$ cat config.mk
export PLATFORM = sky130hd
export DESIGN_NAME = montgomery_core
export DESIGN_NICKNAME = d
export VERILOG_FILES = /design/src/rtl/test_multiply_pkg.sv /design/src/rtl/test_multiply_core.sv
export SDC_FILE = /design/constraint.sdc
export NUM_CORES = 2
export LEC_CHECK = 0
export ABC_AREA = 1
export CORE_MARGIN = 1.5
export CORE_UTILIZATION = 35
export CTS_BUF_LIST = sky130_fd_sc_hd__clkbuf_16
export DETAILED_ROUTE_END_ITERATION = 12
export MAX_ROUTING_LAYER = met4
export SYNTH_ARGS = -nofsm -noshare
export SYNTH_HDL_FRONTEND = slang
export SYNTH_SLANG_ARGS = --single-unit
$ cat constraint.sdc
create_clock -name clock -period 6.55 [get_ports clock]
set_input_delay 1.31 -clock clock [delete_from_list [all_inputs] [get_ports clock]]
set_output_delay 1.31 -clock clock [all_outputs]
set_load 0.01 [all_outputs]
$ cat src/rtl/test_multiply_pkg.sv
`default_nettype none
// ============================================================================
// Module      : test_multiply_pkg
// Description : Shared constants, LFSR taps, FSM state encoding and small
//               helpers for the Montgomery multiplier self-test harness.
// Revision    : 1.0 - initial release
// ============================================================================
package test_multiply_pkg;

    // Operand / modulus width the LFSR polynomial is defined for
    localparam int WIDTH = 128;

    // Default modulus 2^128-1 and nonzero LFSR seeds
    localparam logic [WIDTH-1:0] M_DEF      = {WIDTH{1'b1}};
    localparam logic [WIDTH-1:0] SEED_A_DEF = 128'h0123_4567_89AB_CDEF_FEDC_BA98_7654_3210;
    localparam logic [WIDTH-1:0] SEED_B_DEF = 128'h0F1E_2D3C_4B5A_6978_8796_A5B4_C3D2_E1F0;

    // Feedback taps for x^128 + x^29 + x^27 + x^2 + 1
    localparam int LFSR_TAP0 = 127;
    localparam int LFSR_TAP1 = 28;
    localparam int LFSR_TAP2 = 26;
    localparam int LFSR_TAP3 = 1;

    // Harness sequencer states
    typedef enum logic [1:0] {
        ST_LOAD   = 2'd0,
        ST_MUL_AB = 2'd1,
        ST_MUL_BA = 2'd2,
        ST_CHECK  = 2'd3
    } state_e;

    // One Fibonacci step: shift left, feedback XOR enters at the LSB
    function automatic logic [WIDTH-1:0] lfsr_step(input logic [WIDTH-1:0] s);
        return {s[WIDTH-2:0], s[LFSR_TAP0] ^ s[LFSR_TAP1] ^ s[LFSR_TAP2] ^ s[LFSR_TAP3]};
    endfunction

    // Single conditional subtraction; enough because the modulus is >= 2^(W-1)
    function automatic logic [WIDTH-1:0] reduce_once(input logic [WIDTH-1:0] v,
                                                     input logic [WIDTH-1:0] m);
        return (v >= m) ? (v - m) : v;
    endfunction

endpackage
`default_nettype wire

$ cat src/rtl/test_multiply_core.sv
`default_nettype none
// ============================================================================
// Module      : montgomery_core
// Description : Radix-2 bit-serial Montgomery multiplier. Computes
//               X*Y*2^-W mod M in W+1 cycles after a start pulse; the last
//               cycle performs the final conditional subtraction.
// Revision    : 1.0 - initial release
// ============================================================================
module montgomery_core
    import test_multiply_pkg::*;
#(
    parameter int W = WIDTH
) (
    input  logic         clock,
    input  logic         reset,
    input  logic         start,
    input  logic [W-1:0] X,
    input  logic [W-1:0] Y,
    input  logic [W-1:0] M,
    output logic         done,
    output logic [W-1:0] result
);

    localparam int            CW       = $clog2(W + 1);
    localparam logic [CW-1:0] CNT_LAST = CW'(W);

    logic [W+1:0]  s_q;
    logic [W+1:0]  s_d;
    logic [W-1:0]  x_q;
    logic [W-1:0]  y_q;
    logic [W-1:0]  res_q;
    logic [W-1:0]  res_d;
    logic [CW-1:0] cnt_q;
    logic          busy_q;
    logic          done_q;

    logic [W+1:0]  acc_in;
    logic [W+1:0]  sum_xy;
    logic [W+1:0]  sum_m;
    logic [W+1:0]  m_ext;
    logic          x_bit;
    logic [W-1:0]  y_op;

    // One Montgomery iteration; on start it runs on the fresh operands with S=0
    always_comb begin
        acc_in = start ? '0   : s_q;
        x_bit  = start ? X[0] : x_q[0];
        y_op   = start ? Y    : y_q;
        m_ext  = {2'b00, M};
        sum_xy = acc_in + (x_bit ? {2'b00, y_op} : '0);
        sum_m  = sum_xy + (sum_xy[0] ? m_ext : '0);
        s_d    = {1'b0, sum_m[W+1:1]};
    end

    // Final reduction: S < 2M after W iterations, so one subtraction suffices
    always_comb begin
        res_d = (s_q >= m_ext) ? W'(s_q - m_ext) : s_q[W-1:0];
    end

    // Iteration counter, accumulator and result register
    always_ff @(posedge clock or negedge reset) begin
        if (!reset) begin
            s_q    <= '0;
            x_q    <= '0;
            y_q    <= '0;
            res_q  <= '0;
            cnt_q  <= '0;
            busy_q <= 1'b0;
            done_q <= 1'b0;
        end else begin
            done_q <= 1'b0;
            if (start) begin
                s_q    <= s_d;
                x_q    <= X >> 1;
                y_q    <= Y;
                cnt_q  <= CW'(1);
                busy_q <= 1'b1;
            end else if (busy_q) begin
                if (cnt_q == CNT_LAST) begin
                    res_q  <= res_d;
                    done_q <= 1'b1;
                    busy_q <= 1'b0;
                end else begin
                    s_q   <= s_d;
                    x_q   <= x_q >> 1;
                    cnt_q <= cnt_q + CW'(1);
                end
            end
        end
    end

    assign done   = done_q;
    assign result = res_q;

endmodule
`default_nettype wire

# Word level (Yosys, flattened, before mapping)

Cells that the tools add are included.

Bits in registers: 524
Input bits: 387
Output and inout bits: 129
Word-level logic and storage cells: 39

$add $sub $neg: 4
Order comparisons: 1
Equal/unequal tests: 2
Multiplexer cells: 21
Bitwise gates (word level): 1
Reductions and logical operators: 3

Operators with widths:

| operator              | count |
|---|---|
| $mux W128             | 7 |
| $mux W130             | 4 |
| $add A130 B128 Y130   | 2 |
| $ge A130 B128 Y1      | 1 |
| $sub A128 B128 Y128   | 1 |
| $mux W8               | 3 |
| $add A8 B1 Y8 const B | 1 |
| $eq A8 B8 Y1 const B  | 1 |
| $mux W1               | 7 |
| $reduce_and A3 Y1     | 1 |
| $ne A2 B2 Y1 const B  | 1 |
| $reduce_and A2 Y1     | 1 |
| $reduce_bool A2 Y1    | 1 |
| $not A1 Y1            | 1 |

# Logic depth before layout (Yosys ltp)

Word-level depth: 8
Gate-level depth with buffers: 44
Depth with buffers taken out: 41

# Least setup slack after synthesis

No wires, ideal clock.

Path type: input to register
Start point: in start
End point: reg s_q[127]
Setup time: 0.118 ns
Arrival: 6.227 ns
Path slack: 0.205 ns
Stages on the path: 37
Path buffers: 3
Cells stage by stage: buf_2 -> clkinv_1 -> o21ai_0 -> clkbuf_1 -> clkbuf_1 -> nor2_1 -> ha_1 -> fa_1 -> nand2_1 -> nand2_1 -> and2_1 -> nand2_1 -> nand3_1 -> nand2_1 -> nand2_1 -> a21oi_1 -> o21ai_0 -> nand2_1 -> nand2_1 -> nand2_1 -> nand2_1 -> xor2_1 -> ha_1 -> nand2_1 -> nor2_1 -> inv_1 -> nor2_1 -> inv_1 -> nor2_1 -> inv_1 -> nor2_1 -> inv_1 -> nor2_1 -> a21oi_1 -> or2_1 -> nand3_1 -> nand2_1

Longest elaborated chain between the ends: 8
Elaborated cells on any way between the ends: 13
Those cells by class: 2 x add/sub; 1 x eq/ne; 8 x mux; 2 x reduce/logical

Ends and longest elaborated chain:

| what                                 | line                     | text |
|---|---|---|
| start, declared                      | test_multiply_core.sv:16 | `input logic start,` |
| $mux W128 or $mux W1 (tied branches) | --                       |  |
| $mux W128                            | test_multiply_core.sv:50 | `sum_xy = acc_in + (x_bit ? {2'b00, y_op} : '0);` |
| $add A130 B128 Y130                  | test_multiply_core.sv:50 |  |
| $mux W128                            | test_multiply_core.sv:51 | `sum_m = sum_xy + (sum_xy[0] ? m_ext : '0);` |
| $add A130 B128 Y130                  | test_multiply_core.sv:51 |  |
| $mux W130                            | test_multiply_core.sv:79 | `if (cnt_q == CNT_LAST) begin` |
| $mux W130                            | test_multiply_core.sv:78 | `end else if (busy_q) begin` |
| $mux W130                            | test_multiply_core.sv:72 | `if (start) begin` |
| end signal, assigned                 | test_multiply_core.sv:63 | `s_q <= '0;` |
| end signal, assigned                 | test_multiply_core.sv:73 | `s_q <= s_d;` |
| end signal, assigned                 | test_multiply_core.sv:84 | `s_q <= s_d;` |
| end, declared                        | test_multiply_core.sv:27 | `logic [W+1:0] s_q;` |

Several ways; a longest one is shown, not always the timed one. The select of a mux whose other input is x is not followed.
A chain may end at the register's enable or synchronous reset.

# Worst setup path after layout

Start point: in start
End point: reg s_q[71]

Same word-level chain as after synthesis.

==> summary.md <==
| Metric | Value |
|---|---|
| Status | `completed` |
| Synth Area in Simple Gates | `about a third` |
| I/O pin cnt | `516` |
| Clock root buffer | `clkbuf_16` |
| Initial DRC Count | `about 8700` |
| Die ar. | `approximately 0.17 mm2` |
| Worst setup SP type | `primary input` |
| Period utilization | `between 90% and 100%` |
| Largest family of logic cells by synthesized area | `simple AND/OR/NAND/NOR gates` |
| Final setup TNS | `0 ns` |
| CP max stage cell | `ha_1` |
| Clock H-tree levels | `3` |
| Post-CTS Hold Fix Bufs | `0` |
| Crit path DAT | `slightly above 7 ns` |
| Clk_skew | `~0.047 ns` |
| Worst R2R End | `s_q[71]` |
| Top Metal Used | `met4` |
| CTS Buffer Depth | `3` |
| CP delay by family, top | `compound AO/OA/AOI/OAI gates` |
| Synth Area in Compound Gates | `18.4%` |
| Core box area | `0.167 mm2` |
| Register bit total from synthesis | `~520` |
| IO buf count | `515` |
| DRC viols | `0` |
| Total gr overflow | `0` |
| Peak supply drop | `between 400 and 500 uV` |
| Net Sw Frac | `55.1%` |
| PD cells | `approximately 460 mW/mm2` |
| Slew HR | `roughly a fifth` |
| Leading register cell type out of synthesis | `dfrtp_1` |
| Metal-1 WL | `157 mm` |
| Initial Util | `between 30% and 40%` |
| DR WL met3 | `37.3 mm` |
| Post-synthesis cell type count | `61` |
| WL met2 | `between 150 and 200 mm` |
| Largest stage delay, worst path | `about 0.38 ns` |
| Int Pwr | `around 18 mW` |
| Switching pwr | `around 22 mW` |
| Asr flop ratio synth | `100%` |
| LEAKAGE | `around 42 nW` |
| Hold Path Depth | `2` |
| CP Buf/Inv Count | `9` |
| Clock slew at reported path FFs | `about 0.050 ns` |
| Max-cap violation count | `0` |
| Adder-Cell Fraction of Synth Area | `approximately 8.3%` |
| Cts bufs inserted | `67` |
| Maximum clock rate | `roughly 0.15 GHz` |
| CTS tree | `yes` |
| Drt total wl | `around 380 mm` |
| R2R cell count | `30` |
| Mapped Cells | `between 9000 and 10000` |
| Via count | `78200` |
| Global-route wire length before repair | `approximately 520 mm` |
| Yosys warnings | `0` |
| Flop pwr share | `11.2%` |
| Final setup vio count | `0` |
| Clock share of power | `between 10% and 20%` |
| Shortest period the worst path allows | `~6.5 ns` |
| Average cell area after synthesis | `slightly below 6 um2` |
| EDFF count, synth | `0` |
| Worst-path fanout max | `27` |
| Area delta synth->final | `45.1%` |
| Hold slack | `around 0.48 ns` |
| Worst Tran Pin Value | `between 1 and 1.5 ns` |
| GRT Total Usage | `between 40% and 50%` |
| Die height | `roughly 410 um` |
| Worst Hold Endpoint | `result[105]` |
| Multiplexer share of the synthesized area | `0%` |
| RSZ-0062 raised after global routing | `yes` |
| Synth Cell Area | `roughly 0.059 mm2` |
| TritonRoute pass-1 iters | `6` |
| Die width | `around 410 um` |
| Worst setup EP type | `register` |
| DP HPWL | `between 300 and 400 mm` |
| Final Hold Viols | `0` |
| Most common cell on crit path | `a21oi_1` |
| Initial antenna violation count | `20` |
| Largest net degree at the start of global routing | `roughly 130` |
| Combinational power share | `78.6%` |
| Layout cell share with drive strength beyond 1 | `about a quarter` |
| Xor/xnor share of the synthesized area | `3.35%` |
| Req. time, crit path | `7.12 ns` |
| Routability cong. | `roughly 1.1` |
| Fillers | `17200` |
| Seq/Total Area, Yosys | `between 20% and 30%` |
| Worst hold start | `result[105]` |
| DR WL/cell | `between 20 and 30 um` |
| Net count, final | `between 10000 and 15000` |
| Final slew viol count | `0` |
| Worst skew pair latency | `between 0.7 and 0.8 ns` |
| Vias in the first global route | `approximately 75000` |
| Row count | `150` |
| Post-Syn Nets | `between 10000 and 15000` |
| Antenna Nets Post-Route | `0` |
| R2R setup slack | `between 0.6 and 0.7 ns` |
| Via-to-Cell Ratio | `between 5 and 6` |
| Sink Count | `about 520` |
| CP Class | `in -> reg` |
| Worst min-delay path class | `reg -> reg` |
| Worst reg2reg startpoint | `x_q[0]` |
placed cells by master, fill, tap and decap left out, types with 89 or more instances in the layout:
master and count:
xnor2_1 115, a21oi_1 655, o211ai_1 139, nor2_1 1288, nor2_2 165, xor2_1 89
buf_4 1909, nand2_1 2107, clkdlybuf4s50_1 512, inv_1 1726, o21ai_0 762, a21oi_2 89
or2_2 164, nand2_2 148, dfrtp_1 522, o21ai_1 91, nand3_1 539, ha_1 353
through the flow:
| step | setup WS, ns | util [%] | instances | area [um2] | total power, mW |
|---|---|---|---|---|---|
| floorplan | 0.205 | - | 9855 | 58600 | 17.3 |
| global placement | -1.70 | 48.1 | 14300 | 80200 | 32.4 |
| detailed placement | -1.63 | 48.1 | 14300 | 80200 | 32.6 |
| CTS | 0.0106 | 49.6 | 14400 | 82700 | 36.8 |
| global route | -0.0478 | 51.0 | 14400 | 85000 | 40.6 |
| finish | 0.0442 | 51.0 | 14400 | 85100 | 39.1 |
synthesized netlist by cell type (31+ instances only):
master	count	area [um2]
nand3b_1	44	330
nand3_1	558	2790
nand2_2	101	632
a21oi_1	744	3720
o21bai_1	58	435
o21ai_0	855	4280
xor2_1	102	893
o211ai_1	139	1040
nand4_1	79	494
ha_1	385	4820
nand3_2	31	310
a21o_1	57	428
nor3_1	105	526
o21a_1	32	240
clkbuf_1	143	537
inv_1	1729	6490
nor2_1	1461	5480
dfrtp_1	522	13100
nand2_1	2160	8110
xnor2_1	122	1070
or2_2	164	1030
worst max-delay path by stage:
stage                     startpoint        to  cells past startpoint  slack (ns)
after global routing           start   s_q[98]                     43       -0.05
after detailed placement       start  s_q[115]                     37       -1.63
after floorplan                start  s_q[127]                     37        0.21
final                          start   s_q[71]                     31        0.04
after CTS                       Y[0]   s_q[88]                     33        0.01
after global placement          X[0]  s_q[115]                     35       -1.70
final cells by class:
type                            instances  area, um2  area share (%)
Sequential cell                       522      13100            15.4
Inverter                             1750       6590            7.75
Clock inverter                         52        568           0.668
Antenna cell                            9       22.5          0.0265
Tap cell                             2204       2760            3.24
Clock buffer                           68       1700            2.00
Multi-Input combinational cell       7359      40000            47.0
Timing Repair Buffer                 2467      20300            23.9
cell families (layout without fill, tap and decap cells):
logic type / Yosys count / count (layout)
simple gates: 4770 / 4770
other cells: 0 / 9
buf+inv: 1974 / 4337
xor+xnor: 224 / 224
compound gates: 1977 / 1977
flops: 522 / 522
fa+ha+maj: 388 / 388
power groups by stage:
stage	combinational [mW]	clock [mW]	sequential (mW)
3_3_place_gp	28.0	0	4.38
2_1_floorplan	13.2	0	4.14
5_1_grt	32.1	4.15	4.42
4_1_cts	28.4	4.02	4.35
6_report	30.8	3.98	4.40
3_5_place_dp	28.2	0	4.41
flip-flops by register name, indices dropped and copies added (netlist names):
register,count
busy_q,1
cnt_q,8
done,1
y_q,128
s_q,129
result,128
x_q,127
metal layers:
metal | vias to the layer above | GRT usage, %
li1 | 36100 | -
met4 | 0 | 28.8
met5 | - | -
met2 | 4215 | 65.0
met1 | 37000 | 56.4
met3 | 863 | 9.35
what timing repair did:
action / CTS / global route
buffers inserted: 2 / 38
cloned: 0 / 4
pin swaps: 4 / 96
endpoints found under the setup margin: 55 / 85
gates resized for setup: 75 / 565
worst register-to-register path, delay by kind of cell, from the launching register on:
kind / cells / cell delay [ns]
AO/OA/AOI/OAI: 13 / 2.51
adder cells (fa/ha/maj): 2 / 0.72
XOR/XNOR: 2 / 0.59
AND/OR/NAND/NOR: 6 / 0.53
flip-flops: 1 / 0.36
buffers and inverters: 7 / 1.07
No activity file was read; power rests on OpenSTA's default activity.
